<file path="config.mk">
export PLATFORM = sky130hd
export DESIGN_NAME = tx_pulse_fifo
export DESIGN_NICKNAME = d
export VERILOG_FILES = /design/src/rtl/tx_pulse_fifo_pkg.sv /design/src/rtl/tx_pulse_fifo_mem.sv /design/src/rtl/tx_pulse_fifo.sv
export SDC_FILE = /design/constraint.sdc
export NUM_CORES = 1
export LEC_CHECK = 0
export ABC_AREA = 1
export CORE_ASPECT_RATIO = 0.7
export CORE_UTILIZATION = 25
export CTS_BUF_LIST = sky130_fd_sc_hd__clkbuf_8
export CTS_CLUSTER_SIZE = 12
export DETAILED_ROUTE_END_ITERATION = 10
export DONT_BUFFER_PORTS = 1
export HOLD_SLACK_MARGIN = 0.06
export PLACE_DENSITY = 0.37
export SYNTH_ARGS = -nofsm -noshare
export SYNTH_HDL_FRONTEND = slang
export SYNTH_SLANG_ARGS = --single-unit
</file>
<file path="constraint.sdc">
create_clock -name i_CLK -period 4.73 [get_ports i_CLK]
set_clock_uncertainty 0.15 [all_clocks]
set_input_delay 0.946 -clock i_CLK [delete_from_list [all_inputs] [get_ports i_CLK]]
set_output_delay 0.946 -clock i_CLK [all_outputs]
set_load 0.005 [all_outputs]
</file>
<file path="src/rtl/tx_pulse_fifo_pkg.sv">
// Shared sizing helpers for the transmit pulse FIFO.
// Pointer widths are derived from DEPTH via clog2.
package tx_pulse_fifo_pkg;

  localparam int DEF_DATA_W = 8;
  localparam int DEF_DEPTH  = 8;

  function automatic int clog2(input int n);
    int r;
    r = 0;
    while ((1 << r) < n) r++;
    return r;
  endfunction

  function automatic bit depth_ok(input int n);
    return (n >= 2) && ((n & (n - 1)) == 0);
  endfunction

  localparam int DEF_ADDR_W = clog2(DEF_DEPTH);

  typedef logic [DEF_ADDR_W:0] ptr_t;

endpackage

</file>
<file path="src/rtl/tx_pulse_fifo_mem.sv">
// Register-array storage: synchronous write, asynchronous read.
// No reset; contents are only observable through a non-empty head.
module tx_pulse_fifo_mem #(
  parameter int DATA_WIDTH = 8,
  parameter int DEPTH      = 8,
  parameter int ADDR_W     = 3
) (
  input  logic                  clk_i,
  input  logic                  we_i,
  input  logic [ADDR_W-1:0]     waddr_i,
  input  logic [DATA_WIDTH-1:0] wdata_i,
  input  logic [ADDR_W-1:0]     raddr_i,
  output logic [DATA_WIDTH-1:0] rdata_o
);

  logic [DATA_WIDTH-1:0] mem_q [DEPTH];

  always_ff @(posedge clk_i) begin
    if (we_i) begin
      mem_q[waddr_i] <= wdata_i;
    end
  end

  assign rdata_o = mem_q[raddr_i];

endmodule

</file>
<file path="src/rtl/tx_pulse_fifo.sv">
// Byte buffer between pulse generator and transmitter.
// Head is always presented; pops come from single-cycle pulses.
module tx_pulse_fifo
  import tx_pulse_fifo_pkg::*;
#(
  parameter int DATA_WIDTH = DEF_DATA_W,
  parameter int DEPTH      = DEF_DEPTH
) (
  input  logic                   i_CLK,
  input  logic                   i_RST,
  input  logic                   i_wr_en,
  input  logic [DATA_WIDTH-1:0]  i_wr_data,
  input  logic                   i_rd_inc,
  output logic [DATA_WIDTH-1:0]  o_rd_data,
  output logic                   o_empty,
  output logic                   o_full,
  output logic [clog2(DEPTH):0]  o_count,
  output logic                   o_ovf_err,
  output logic                   o_udf_err
);

  localparam int ADDR_W = clog2(DEPTH);

  if (!depth_ok(DEPTH)) begin : g_bad_depth
    $error("tx_pulse_fifo: DEPTH must be a power of two >= 2");
  end

  localparam logic [ADDR_W:0] PTR_ONE = {{ADDR_W{1'b0}}, 1'b1};

  logic [ADDR_W:0] wr_ptr_q, wr_ptr_d;
  logic [ADDR_W:0] rd_ptr_q, rd_ptr_d;
  logic            ovf_q, ovf_d;
  logic            udf_q, udf_d;

  logic            empty;
  logic            full;
  logic            wr_acc;
  logic            rd_acc;
  logic [DATA_WIDTH-1:0] head;

  // Flags come only from registered pointers.
  assign empty = (wr_ptr_q == rd_ptr_q);
  assign full  = (wr_ptr_q[ADDR_W-1:0] == rd_ptr_q[ADDR_W-1:0])
               & (wr_ptr_q[ADDR_W] != rd_ptr_q[ADDR_W]);

  assign wr_acc = i_wr_en & ~full;
  assign rd_acc = i_rd_inc & ~empty;

  always_comb begin
    wr_ptr_d = wr_ptr_q;
    rd_ptr_d = rd_ptr_q;
    ovf_d    = ovf_q | (i_wr_en & full);
    udf_d    = udf_q | (i_rd_inc & empty);
    if (wr_acc) begin
      wr_ptr_d = wr_ptr_q + PTR_ONE;
    end
    if (rd_acc) begin
      rd_ptr_d = rd_ptr_q + PTR_ONE;
    end
  end

  always_ff @(posedge i_CLK) begin
    if (i_RST) begin
      wr_ptr_q <= '0;
      rd_ptr_q <= '0;
      ovf_q    <= 1'b0;
      udf_q    <= 1'b0;
    end else begin
      wr_ptr_q <= wr_ptr_d;
      rd_ptr_q <= rd_ptr_d;
      ovf_q    <= ovf_d;
      udf_q    <= udf_d;
    end
  end

  tx_pulse_fifo_mem #(
    .DATA_WIDTH (DATA_WIDTH),
    .DEPTH      (DEPTH),
    .ADDR_W     (ADDR_W)
  ) u_mem (
    .clk_i   (i_CLK),
    .we_i    (wr_acc & ~i_RST),
    .waddr_i (wr_ptr_q[ADDR_W-1:0]),
    .wdata_i (i_wr_data),
    .raddr_i (rd_ptr_q[ADDR_W-1:0]),
    .rdata_o (head)
  );

  assign o_rd_data = empty ? '0 : head;
  assign o_empty   = empty;
  assign o_full    = full;
  assign o_count   = wr_ptr_q - rd_ptr_q;
  assign o_ovf_err = ovf_q;
  assign o_udf_err = udf_q;

endmodule

</file>
Word level (Yosys, flattened, before mapping) --
Memory sizes are Yosys's and may differ from the RTL's. A register that Yosys moved wholly into a read port is not among the register bits. Cells that the tools add are included. Widths: inputs -> output; s select.
Cells by class: $add $sub $neg 3, equality and inequality tests 3, muxes and demuxes 5, bitwise logic cells 11
Operators with widths (number):
- $add 4x1->4 const B | 2
- $mux 8 | 1
- $and 1x1->1 | 6
- $mux 3 | 2
- $eq 4x4->1 | 1
- $sub 4x4->4 | 1
- $eq 3x3->1 | 1
- $not 1->1 | 3
- $mux 1 | 2
- $or 1x1->1 | 2
- $ne 1x1->1 | 1
Word-level totals: memories kept 1, register bits 10, output and inout bits 16, RAM bits 64, word-level logic and storage cells 27, bits of input ports 12
Memory list:
- u_mem.mem_q | depth 8, bits a word 8, rd ports 1, clocked after Yosys merged registers in 1, write ports 1, RTL line tx_pulse_fifo_mem.sv:16 | logic [DATA_WIDTH-1:0] mem_q [DEPTH];

Logic depth before layout (Yosys ltp) --
Gate-level depths: netlist (run 1).
depth in word-level cells 7, gate-level depth with buffers 9, mapped depth without buffers 9

By module --
A second synthesis (run 1) with hierarchy kept.
Second synthesis, totals: cells, all modules 400, area total of the unflattened synthesis 3601.0 sq um
Modules (own cells, without submodules):
- tx_pulse_fifo_mem | instances 1, sequential area each 1921.8 sq um, cells each 295, area an instance 2890.3 sq um
- tx_pulse_fifo | instances 1, sequential area each 200.2 sq um, cells each 105, area an instance 710.7 sq um

Worst setup path before layout (run 1) --
No wires, ideal clock.
path kind register to output, from reg rd_ptr_q[1], to out o_rd_data[5], setup slack 2.375 ns, path buffers 1, required time 3.634 ns, arrival 1.259 ns, stages on the path, launching flop included 9, cell sequence dfxtp_1 -> inv_1 -> ha_1 -> nand3_1 -> inv_1 -> nand2_2 -> buf_6 -> nand2_1 -> nor2_1
On the way: word-level cells in the longest chain between the ends 2
Ends and longest elaborated chain:
- from (decl) | RTL line tx_pulse_fifo.sv:31 | logic [ADDR_W:0] rd_ptr_q, rd_ptr_d;
- from (signal assigned) | RTL line tx_pulse_fifo.sv:70 | rd_ptr_q <= rd_ptr_d;
- $eq 4x4->1 | RTL line tx_pulse_fifo.sv:42 | assign empty = (wr_ptr_q == rd_ptr_q);
- $mux 8 | RTL line tx_pulse_fifo.sv:89 | assign o_rd_data = empty ? '0 : head;
- to (decl) | RTL line tx_pulse_fifo.sv:14 | output logic [DATA_WIDTH-1:0] o_rd_data,
No other way between the ends.

==> results of run 1 <==
## state kept, by name, indices dropped and copies added, names as in the netlist, named ones only
name / flops
u_mem.mem_q: 64
rd_ptr_q: 4
wr_ptr_q: 4
o_ovf_err: 1
o_udf_err: 1
## per-layer routing
metal	up-vias	track usage
met3	6	0.0409
met2	22	0.188
met4	0	0.0397
met1	1040	0.162
li1	1138	-
met5	-	0
## report_power, final
part	total (mW)	internal, mW	switching [mW]
logic	0.230	0.0723	0.157
registers	0.783	0.751	0.0314
clock network	0.647	0.402	0.245
total	1.66	1.23	0.434
## logic make-up (layout without fill, tap and decap cells)
logic type | count (synthesis) | in the layout
AO/OA/AOI/OAI | 27 | 27
XOR/XNOR | 4 | 4
adder cells (fa/ha/maj) | 6 | 6
buffers and inverters | 48 | 53
flip-flops | 77 | 77
AND/OR/NAND/NOR | 192 | 192
## critical path: cells and delay by family, from the launching register on
| kind | cells | cell delay [ps] |
|---|---|---|
| flops | 1 | 840 |
| simple gates | 4 | 540 |
| buf+inv | 1 | 380 |
| compound gates | 1 | 100 |
## final timing paths
check	startpoint	slack, ps	to
min reg2reg	o_udf_err$_SDFF_PP0_	320	o_udf_err$_SDFF_PP0_
max	register	1430	o_rd_data[4]
max reg2reg	wr_ptr_q[2]$_SDFFE_PP0P_	1910	u_mem.mem_q[5][4]$_DFFE_PP_
min	o_udf_err$_SDFF_PP0_	320	o_udf_err$_SDFF_PP0_
## synthesized netlist by cell type (2+ instances only)
cell type	number
inv_2	3
nand2_2	3
buf_6	2
xor2_1	3
ha_1	5
buf_4	3
a21oi_1	7
inv_1	32
nand2_1	70
o21ai_1	2
edfxtp_1	64
nand4_1	2
nor2_1	99
buf_2	5
o21ai_0	18
clkbuf_1	3
dfxtp_1	13
nand3_1	18
## cell type report
class,instances,area [sq um],share of cell area
repair buffers,2,15.0,0.00392
well taps,185,231,0.0604
flip-flops and latches,77,2180,0.570
clock buffers,9,124,0.0323
inverters,35,131,0.0343
clock inverters,7,139,0.0363
multi-input cells,229,1010,0.263
## stage by stage
stage	total power [mW]	hold slack, ps	cells	util
finish	1.66	317	544	0.290
floorplan	0.984	291	354	-
CTS	1.69	322	544	0.290
detailed placement	1.04	310	528	0.270
global placement	1.04	304	528	0.270
global route	1.75	350	544	0.290
==> flow_summary.json, run 1 <==
{
  "status": "completed",
  "layout_commonest_cell": "nor2_1",
  "tightest_slew_ps": 1270,
  "ir_worst_vdd_mv": 0.161,
  "highest_layer": "met4",
  "synth.mux.area_fraction": 0,
  "finalHoldViolCount": 0,
  "dieArea_sq_um": 14100,
  "yosys.area.top_type": "edfxtp_1",
  "synth_edf_count": 64,
  "clock_latency_ps": 350,
  "syn_area_sq_um": 3400,
  "antennaDiodeCount": 0,
  "worstSetupPathType": "register to primary output",
  "startpoint_type": "register",
  "drive_gt1_frac": 0.0641,
  "antenna_found_initial": 0,
  "period_share": 0.698,
  "nets": 372,
  "ioPinCount": 28,
  "critPathCaptureType": "primary output",
  "clk_pin_slew_ps": 90,
  "slew_headroom": 0.152,
  "dr.pass1.iters": 4,
  "cp_data_arrival_time_ps": 2210,
  "drv_slew": 0,
  "initial_utilization": 0.257,
  "critPathMaxFanout": 17,
  "ys.flop_type": "edfxtp_1",
  "fp.coreArea_sq_um": 13200,
  "syn_nets": 372,
  "ys_seq_elements": 77,
  "synth_top_family_by_area": "simple AND/OR/NAND/NOR gates",
  "area_growth_pct": 12.6,
  "cp_slowest_cell": "dfxtp_1",
  "wl_met3_um": 281,
  "root_buffer": "clkbuf_8",
  "drc": 0,
  "grt_pass1_vias": 2117,
  "fmax_mhz": 303,
  "cts_setup_buffers": 0,
  "placementRows": 35,
  "synth-seq-area-share": 0.641,
  "pre_cts_ws_ps": 1720,
  "grt_start_max_net_pins": 35,
  "synth-xor-area-share": 0.0103,
  "drv_cap": 0,
  "vias": 2206,
  "cts_hold_buf": 0,
  "route.met2.wl_mm": 3.49,
  "clock_path_buffers": 2,
  "post_cts_resized": 0,
  "avgSynthCellArea_sq_um": 9.61,
  "leakage_nw": 1.47,
  "routed_wl_mm": 7.84,
  "htree_num_levels": 3,
  "gp_congestion": 0.693,
  "power_density_nw_per_um2": 433,
  "cts_inserted_buffers": 9,
  "timing.critical_path.cells": "inv_2, nor2_1, o21ai_0, nand2_1, nor2_1, nor2_1",
  "grt_pass1_wl_mm": 12.4,
  "slowest_delay_ps": 840,
  "die_w_um": 141,
  "synth_compound_area_frac": 0.0397,
  "grt_overflow": 0,
  "vias_per_cell": 4.06,
  "die_y_um": 99.6,
  "finalSetupViolCount": 0,
  "grt.total_usage": 0.122,
  "synthSimpleGateAreaFrac": 0.222,
  "synth_top_area_frac": 0.565,
  "crit_top_cell": "nor2_1",
  "worstRegToRegCells": 6,
  "wl_met1_mm": 4.00,
  "layout_setup_ws_ps": 1430,
  "clock_sinks": 77,
  "hpwl_mm": 4.98,
  "final_cell_mix": "nor2_1, nand2_1, edfxtp_1, inv_1",
  "min_path_type": "register to register",
  "fin_tns_setup_ps": 0,
  "synth_area_leaders": "edfxtp_1, nor2_1, nand2_1",
  "rsz0062_at_grt": "no",
  "num-fill-cells": 1409,
  "synthAdderAreaFrac": 0.0243,
  "cts_tree": "done",
  "port_buffers": 0,
  "synthCells": 354,
  "ys_types": 20,
  "yosys_warnings": 0,
  "ant_nets": 0,
  "crit_required_ps": 3630,
  "drt_iter0_drc": 113,
  "fin_crit_ps": 3300,
  "wl_per_cell_um": 14.4,
  "min_path_cells": 2,
  "async_flop_share": 0,
  "fin_area_sq_um": 3830,
  "placed_cell_area_sq_um": 3570
}
Note: power is estimated with default switching activity, not from simulation.
==> run 2, diff against run 1 <==
- PLACE_DENSITY: 0.37 -> 0.39
- clock period: 4.73 -> 2.7 ns (I/O delays scaled with it)
==> run 2 against run 1 <==
  * Design area decreased by 0.75%
  * Critical path depth is the same
  * Sequential share of layout area grew 0.43 points
==> flow_summary.json, run 2 (synthesis gave the netlist of run 1 again) <==
{
  "crit_required_ps": 2010,
  "cts_hold_buf": 0,
  "initial_utilization": 0.257,
  "grt_start_max_net_pins": 23,
  "post_cts_resized": 0,
  "drt_iter0_drc": 122,
  "min_path_type": "input pin to register",
  "drv_slew": 0,
  "leakage_nw": 1.49,
  "placed_cells": 539,
  "nets": 383,
  "dr.pass1.iters": 4,
  "critPathCaptureType": "primary output",
  "critPathBufInv": 1,
  "stdcell_count": 555,
  "hpwl_mm": 5.25,
  "slew_headroom": 0.527,
  "drc": 0,
  "final_cell_mix": "nor2_1, nand2_1, edfxtp_1, inv_1",
  "pre_cts_ws_ps": 509,
  "drv_cap": 0,
  "clock_latency_ps": 340,
  "busiest_layer": "met2",
  "layout_commonest_cell": "nor2_1",
  "antenna_found_initial": 0,
  "layout_setup_ws_ps": 180,
  "drive_gt1_frac": 0.0784,
  "cp_data_arrival_time_ps": 1830,
  "grtUsageMet3": 0.0400,
  "port_buffers": 0,
  "path_delay_family": "simple AND/OR/NAND/NOR gates",
  "largest-register": "u_mem.mem_q",
  "root_buffer": "clkbuf_8",
  "status": "completed",
  "power_density_nw_per_um2": 654,
  "gp_congestion": 0.737,
  "startpoint_type": "register",
  "use_met1": 0.152,
  "finalSetupViolCount": 0,
  "antennaDiodeCount": 0,
  "dieArea_sq_um": 14100,
  "placementRows": 35,
  "clk_pin_slew_ps": 70,
  "largest_reg_flops": 64,
  "cp_slowest_cell": "dfxtp_1",
  "grt_overflow": 0,
  "slowest_delay_ps": 500,
  "worstSetupPathType": "register to primary output",
  "vias": 2261,
  "period_share": 0.933,
  "area_growth_pct": 11.7,
  "die_w_um": 141,
  "cts_tree": "done",
  "fin_tns_setup_ps": 0,
  "clock_sinks": 77,
  "rsz0062_at_grt": "no",
  "clock_path_buffers": 2,
  "grt_pass1_vias": 2280,
  "cts_inserted_buffers": 9,
  "ant_nets": 0,
  "finalHoldViolCount": 0,
  "num-fill-cells": 1439,
  "vias_per_cell": 4.07,
  "fmax_mhz": 397,
  "htree_num_levels": 3,
  "tightest_slew_ps": 709,
  "met2_usage": 0.204,
  "grt_pass1_wl_mm": 12.6,
  "routed_wl_mm": 7.88,
  "critPathMaxFanout": 12,
  "fin_total_pwr_mw": 2.49,
  "wl_per_cell_um": 14.2,
  "timing.critical_path.cells": "ha_1, nand3_1, inv_1, nand2_2, nand2_1, nor2_1",
  "grt.total_usage": 0.124,
  "fp.coreArea_sq_um": 13200,
  "fin_crit_ps": 2520,
  "ioPinCount": 28,
  "cts_setup_buffers": 0,
  "top_regs": "u_mem.mem_q x64, rd_ptr_q x4, wr_ptr_q x4",
  "ir_worst_vdd_mv": 0.201,
  "die_y_um": 99.6
}
run 2: changes by cell type in the layout (fill, tap and decap cells not counted), sizes merged:
cell and delta:
buf +11, bufinv -4, clkinv +3, clkinvlp -2
inv +3
run 2: worst register-to-register path: cells and delay by family, from the launching register on:
kind          cells  cell delay [ps]
fa+ha+maj         1              340
simple gates      5              500
flops             1              500
buf+inv           3              390
run 2: report_power, final:
part	internal (mW)	switching [mW]	total (mW)
sequential	1.32	0.0291	1.35
clock	0.313	0.386	0.699
combinational	0.141	0.300	0.441
run 2: cell type report:
type,count,area (sq um),area share
tap,185,231,0.0609
clock inverter,7,27.5,0.00724
multi-input combinational,229,1010,0.265
timing repair buffer,13,97.6,0.0257
clock buffer,9,124,0.0326
inverter,35,131,0.0346
sequential,77,2180,0.574
run 2: final timing paths:
kind | start | endpoint | slack (ps) | cells past startpoint
worst max-delay path | wr_ptr_q[2]$_SDFFE_PP0P_ | o_rd_data[4] | 180 | 6
worst max register to register | wr_ptr_q[2]$_SDFFE_PP0P_ | u_mem.mem_q[4][7]$_DFFE_PP_ | 530 | 9
worst min-delay path | i_RST | wr_ptr_q[3]$_SDFFE_PP0P_ | 110 | 1
worst min register to register | o_udf_err$_SDFF_PP0_ | o_udf_err$_SDFF_PP0_ | 320 | 2
run 2: routing by layer:
layer,share of wire,routed length [um]
met1,0.49,3850
met2,0.46,3630
met3,0.041,326
met4,0.0096,76
met5,0,0
run 2: per-stage QoR:
stage / cell area (sq um) / hold WS, ps / util
final: 3800 / 108 / 0.288
after global routing: 3800 / 81.5 / 0.288
after CTS: 3800 / 79.1 / 0.288
after detailed placement: 3650 / 310 / 0.276
after global placement: 3650 / 303 / 0.276
after floorplan: 3400 / 291 / -
